--- config.mk ---
export PLATFORM = sky130hd
export DESIGN_NAME = bit_packer_flat
export DESIGN_NICKNAME = d
export VERILOG_FILES = /design/src/rtl/jfpjc_pkg.sv /design/src/rtl/bit_packer_if.sv /design/src/rtl/bit_packer.sv /design/src/flat_wrapper.sv
export SDC_FILE = /design/constraint.sdc
export NUM_CORES = 1
export LEC_CHECK = 0
export BUFFER_PORTS_ARGS = -buffer_cell sky130_fd_sc_hd__buf_2
export CAP_MARGIN = 0
export CELL_PAD_IN_SITES_DETAIL_PLACEMENT = 1
export CELL_PAD_IN_SITES_GLOBAL_PLACEMENT = 2
export CORE_MARGIN = 2
export CORE_UTILIZATION = 34
export CTS_BUF_LIST = sky130_fd_sc_hd__clkbuf_8
export DETAILED_ROUTE_END_ITERATION = 8
export PLACE_DENSITY = 0.82
export SYNTH_ARGS = -nofsm -noshare
export SYNTH_HDL_FRONTEND = slang
export SYNTH_SLANG_ARGS = --single-unit
export TNS_END_PERCENT = 5
--- constraint.sdc ---
create_clock -name clock -period 3.9 [get_ports clock]
set_input_delay 0.585 -clock clock [delete_from_list [all_inputs] [get_ports clock]]
set_output_delay 0.585 -clock clock [all_outputs]
set_load 0.02 [all_outputs]
--- src/rtl/jfpjc_pkg.sv ---
// Shared constants and helpers for the jfpjc bit packer.
// Word geometry plus the codeword mask helper.
package jfpjc_pkg;

  localparam int WORD_W = 32;
  localparam int LEN_W  = 6;
  localparam int ACC_W  = 2 * WORD_W - 1;

  function automatic logic [WORD_W-1:0] mask_low(
    input logic [LEN_W-1:0] len
  );
    logic [WORD_W:0] m;
    m = ({{WORD_W{1'b0}}, 1'b1} << len) - 1'b1;
    return m[WORD_W-1:0];
  endfunction

endpackage

--- src/rtl/bit_packer_if.sv ---
// Codeword input / packed word output bundle.
// The master drives codewords; the slave emits words.
interface bit_packer_if;
  import jfpjc_pkg::*;

  logic              data_in_valid;
  logic [WORD_W-1:0] data_in;
  logic [LEN_W-1:0]  input_length;
  logic              flush;
  logic              data_out_valid;
  logic [WORD_W-1:0] data_out;
  logic [2:0]        data_out_bytes;

  modport master (
    output data_in_valid,
    output data_in,
    output input_length,
    output flush,
    input  data_out_valid,
    input  data_out,
    input  data_out_bytes
  );

  modport slave (
    input  data_in_valid,
    input  data_in,
    input  input_length,
    input  flush,
    output data_out_valid,
    output data_out,
    output data_out_bytes
  );

endinterface

--- src/rtl/bit_packer.sv ---
// MSB-first packer of variable-length codewords
// into 32-bit words, with a 1s-padded flush.
module bit_packer
  import jfpjc_pkg::*;
(
  input  logic        clock,
  input  logic        nreset,
  bit_packer_if.slave bus
);

  logic [ACC_W-1:0]  r_acc;
  logic [4:0]        r_fill;
  logic              r_pend;
  logic              r_valid;
  logic [WORD_W-1:0] r_out;
  logic [2:0]        r_bytes;

  logic [LEN_W-1:0]  w_len;
  logic [WORD_W-1:0] w_code;
  logic [5:0]        w_sh;
  logic [ACC_W-1:0]  w_ins;
  logic [ACC_W-1:0]  w_cat;
  logic [6:0]        w_sum;
  logic [5:0]        w_fp7;
  logic [WORD_W-1:0] w_pad;

  // Clamp, mask and barrel-shift the codeword
  // so its MSB lands just after the pending bits.
  always_comb begin
    w_len  = (bus.input_length > 6'd32) ?
             6'd32 : bus.input_length;
    w_code = bus.data_in & mask_low(w_len);
    w_sh   = 6'd63 - {1'b0, r_fill} - w_len;
    w_ins  = {{(ACC_W-WORD_W){1'b0}}, w_code}
             << w_sh;
    w_cat  = r_acc | w_ins;
    w_sum  = {2'b0, r_fill} + {1'b0, w_len};
    w_fp7  = {1'b0, r_fill} + 6'd7;
    w_pad  = r_acc[ACC_W-1 -: WORD_W]
           | ({WORD_W{1'b1}} >> r_fill);
  end

  // Accumulate, emit full words, and run
  // immediate or deferred flushes.
  always_ff @(posedge clock or posedge nreset) begin
    if (nreset) begin
      r_acc   <= '0;
      r_fill  <= '0;
      r_pend  <= 1'b0;
      r_valid <= 1'b0;
      r_out   <= '0;
      r_bytes <= '0;
    end else begin
      r_valid <= 1'b0;
      if (bus.data_in_valid) begin
        r_fill <= w_sum[4:0];
        if (w_sum >= 7'd32) begin
          r_out   <= w_cat[ACC_W-1 -: WORD_W];
          r_bytes <= 3'd4;
          r_valid <= 1'b1;
          r_acc   <= w_cat << WORD_W;
        end else begin
          r_acc <= w_cat;
        end
        if (bus.flush) r_pend <= 1'b1;
      end else if (bus.flush || r_pend) begin
        r_pend <= 1'b0;
        if (r_fill != 5'd0) begin
          r_out   <= w_pad;
          r_bytes <= w_fp7[5:3];
          r_valid <= 1'b1;
        end
        r_acc  <= '0;
        r_fill <= '0;
      end
    end
  end

  assign bus.data_out_valid = r_valid;
  assign bus.data_out       = r_out;
  assign bus.data_out_bytes = r_bytes;

endmodule

--- src/flat_wrapper.sv ---
// flat-port wrapper written by rule: the top's interface ports become plain ports
module bit_packer_flat import jfpjc_pkg::*;
  (clock, nreset, bus_data_in_valid, bus_data_in, bus_input_length, bus_flush, bus_data_out_valid, bus_data_out, bus_data_out_bytes);
  bit_packer_if bus_i ();
  input  logic clock;
  input  logic nreset;
  input wire logic [$bits(bus_i.data_in_valid)-1:0] bus_data_in_valid;
  input wire logic [$bits(bus_i.data_in)-1:0] bus_data_in;
  input wire logic [$bits(bus_i.input_length)-1:0] bus_input_length;
  input wire logic [$bits(bus_i.flush)-1:0] bus_flush;
  output wire logic [$bits(bus_i.data_out_valid)-1:0] bus_data_out_valid;
  output wire logic [$bits(bus_i.data_out)-1:0] bus_data_out;
  output wire logic [$bits(bus_i.data_out_bytes)-1:0] bus_data_out_bytes;
  assign bus_i.data_in_valid = bus_data_in_valid;
  assign bus_i.data_in = bus_data_in;
  assign bus_i.input_length = bus_input_length;
  assign bus_i.flush = bus_flush;
  assign bus_data_out_valid = bus_i.data_out_valid;
  assign bus_data_out = bus_i.data_out;
  assign bus_data_out_bytes = bus_i.data_out_bytes;
  bit_packer u_core (.clock(clock), .nreset(nreset), .bus(bus_i));
endmodule
==> flow_summary.json <==
{
  "cts_root_buffer": "clkbuf_8",
  "crit_required_ns": 4.23,
  "synth.avg_cell_area_um2": 7.82,
  "clk_path_buf_depth": 2,
  "synth-seq-cells": 105,
  "max_clock_freq_ghz": 0.252,
  "path_class": "primary input to register",
  "synth.cell_area_um2": 9510,
  "timing.rr.end": "u_core.r_acc[59]$_DFFE_PP0P_",
  "crit_path_max_fanout": 7,
  "drive_gt1_share_pct": 35.1,
  "detail-route-antenna-nets": 0,
  "die_w_um": 171,
  "die_h_um": 171,
  "rsz0062_at_grt": "true",
  "cp-start-kind": "primary input",
  "placed_cells": 1870,
  "syn_to_final_growth_pct": 36.5,
  "cts_max_level": 3,
  "irDropWorstVdd_v": 0.000397,
  "synthAdderAreaFrac_pct": 1.39,
  "worstSkewPairLatency_ns": 0.40,
  "grt_max_degree": 62,
  "yosysSeqAreaShare_pct": 27.6,
  "async_flop_share_pct": 100,
  "finalWorstSetupSlack_ns": -0.0743,
  "hold_path.class": "primary input to asynchronous set/reset pin",
  "drv_slew": 0,
  "end_kind": "register",
  "clock_skew_ns": 0.0148,
  "rows": 61,
  "diodes": 0,
  "grt_usage_pct": 33.9,
  "fin_crit_ns": 3.97,
  "synthFlopType": "dfrtp_1",
  "setup_viol": 1,
  "dieArea_um2": 29300,
  "synth_top_family_by_area": "compound AO/OA/AOI/OAI gates",
  "dpl_worst_slack_ns": -0.740,
  "n_fill_cell": 3395,
  "slowest_delay_ns": 0.54,
  "place_area_um2": 12300,
  "first_pass_iters": 5,
  "cts.reportedPaths.clkPinSlew_ns": 0.11,
  "ff2ff_setup_slack_ns": 0.25,
  "p_per_area_nw_per_um2": 719,
  "setup_tns_ns": -0.0743,
  "synth_largest_area_cell": "dfrtp_1",
  "fin_cells": 1892,
  "design_area_um2": 13000,
  "gr-total-overflow": 0,
  "slew_headroom_pct": 41.9,
  "synth-simple-area-share_pct": 22.5,
  "yosys-top-cells-area": "dfrtp_1 28%, nor2_1 5.1%, a21oi_1 4.9%",
  "first_iter_violations": 1273,
  "ys_types": 105,
  "io_buffer_count": 77,
  "post_drt_wl_per_cell_um": 26.5,
  "synth_cells": 1216,
  "drc": 0,
  "cts_hold_buffers": 0,
  "grt_pass1_wl_um": 75000,
  "drv_cap": 0,
  "run_status": "finished, violations left",
  "syn_nets": 1268,
  "synthMuxAreaShare_pct": 4.21,
  "vias": 12000,
  "timing.rr.start": "u_core.r_fill[2]$_DFFE_PP0P_",
  "synth_enable_flop_cells": 0,
  "cp.arrival_ns": 4.31,
  "tightest_slew_ns": 0.849,
  "synth_xor_area_share_pct": 1.11,
  "pin_count": 78,
  "finalHoldViolCount": 0,
  "cts_tree": "yes",
  "numCtsBuffers": 9,
  "multi_input_area_um2": 6640,
  "fin_crit_sh_pct": 102,
  "crit_slowest_cell": "or4_4",
  "cts_sinks": 105,
  "yosysTopAreaCellShare_pct": 27.6,
  "yosysWarningCount": 0,
  "fin_nets": 1562,
  "place.gp.congestion": 0.972,
  "cp_cell_sequence": "buf_6 > or4_4 > or3_4 > ha_4 > or4b_4 > o32ai_4 > nor3_2 > o21bai_4 > or2_1 > mux4_2 > o21a_1 > o311ai_1 > a21boi_2",
  "seqCellArea_um2": 2630,
  "violations": "negative setup slack",
  "place_hpwl_um": 38700,
  "viasPerCell": 6.32,
  "routed_wl_um": 50100,
  "leakagePower_nw": 5.55,
  "coreArea_um2": 27600,
  "ff2ff_path_depth": 13,
  "report.power.total_mw": 9.34,
  "synth_compound_area_share_pct": 36.5,
  "grt_pass1_vias": 12100,
  "antenna_found_initial": 0,
  "initial_core_util_pct": 34.4
}
[where the power goes]
group / internal, mW / switching, mW / total [mW]
Clock: 0.377 / 0.432 / 0.809
Sequential: 1.44 / 0.285 / 1.72
Combinational: 2.84 / 3.96 / 6.80
Total: 4.66 / 4.68 / 9.34
[cell type report]
type                            count  area share (%)
Clock inverter                      5           0.617
Clock buffer                       10            1.06
Tap cell                          378            3.64
Inverter                           27           0.800
Sequential cell                   105            20.2
Timing Repair Buffer              394            22.5
Multi-Input combinational cell    973            51.2
[worst max-delay path by stage]
stage	start	to	slack, ns	depth (start not counted)
floorplan	bus_input_length[5]	u_core.r_acc[54]$_DFFE_PP0P_	-0.52	16
global route	bus_input_length[2]	u_core.r_acc[54]$_DFFE_PP0P_	-0.15	13
CTS	bus_input_length[2]	u_core.r_acc[38]$_DFFE_PP0P_	-0.07	13
finish	bus_input_length[2]	u_core.r_acc[54]$_DFFE_PP0P_	-0.07	13
global placement	bus_input_length[2]	u_core.bus.data_out[1]$_DFFE_PP0P_	-0.71	14
detailed placement	bus_input_length[2]	u_core.r_acc[48]$_DFFE_PP0P_	-0.74	14
[layout by cell type (no fill, tap or decap), drive strengths merged, types with 32 or more instances in the layout]
cell    count
nor3       45
a211oi     34
nand2     107
a31oi      32
nor2      131
nand3      36
buf       394
o21ai      95
a21oi      95
dfrtp     105
[cell usage after synthesis (24+ instances only)]
master	count
a211oi_1	32
a21oi_1	94
a31oi_1	32
buf_2	27
clkbuf_1	63
dfrtp_1	105
inv_1	24
nand2_1	107
nand3_1	36
nor2_1	130
nor3_1	43
o21ai_0	88
[logic make-up (layout without fill, tap and decap cells)]
logic type                 Yosys count  after routing
muxes                               31             31
AOI/OAI and AO/OA                  486            486
buffers and inverters              138            436
DFF                                105            105
adders and majority gates           10             10
and+or+nand+nor                    434            434
xor gates and xnor gates            12             12
[what timing repair did]
action	4_1_cts	5_1_grt
resized for setup	16	56
hold endpoints to repair	0	0
setup buffers	0	7
pin swaps	1	18
setup endpoints to repair	41	66
[worst max-delay path, delay by kind of cell]
family	cells	cell delay (ns)
buf+inv	1	0.10
compound gates	5	1.17
mux	1	0.54
fa+ha+maj	1	0.21
simple gates	5	1.72
[sequential cells by signal, summed over array words and instances, names as in the netlist]
name	cells
u_core.r_pend	1
u_core.bus.data_out_valid	1
u_core.bus.data_out_bytes	3
u_core.r_acc	63
u_core.bus.data_out	32
u_core.r_fill	5
[stage by stage]
| stage | hold slack, ns | util, % |
|---|---|---|
| after floorplan | 0.445 | - |
| after global placement | 0.466 | 44.7 |
| after detailed placement | 0.469 | 44.7 |
| after CTS | 0.366 | 45.8 |
| after global routing | 0.391 | 47.0 |
| final | 0.346 | 47.0 |
[layer usage]
metal | GRT usage (%) | part of all wire, %
met5 | 0 | 0
met4 | 13.6 | 4.2
met3 | 4.69 | 7.0
met2 | 53.7 | 45
met1 | 46.6 | 43
No activity file was read; power rests on OpenSTA's default activity.
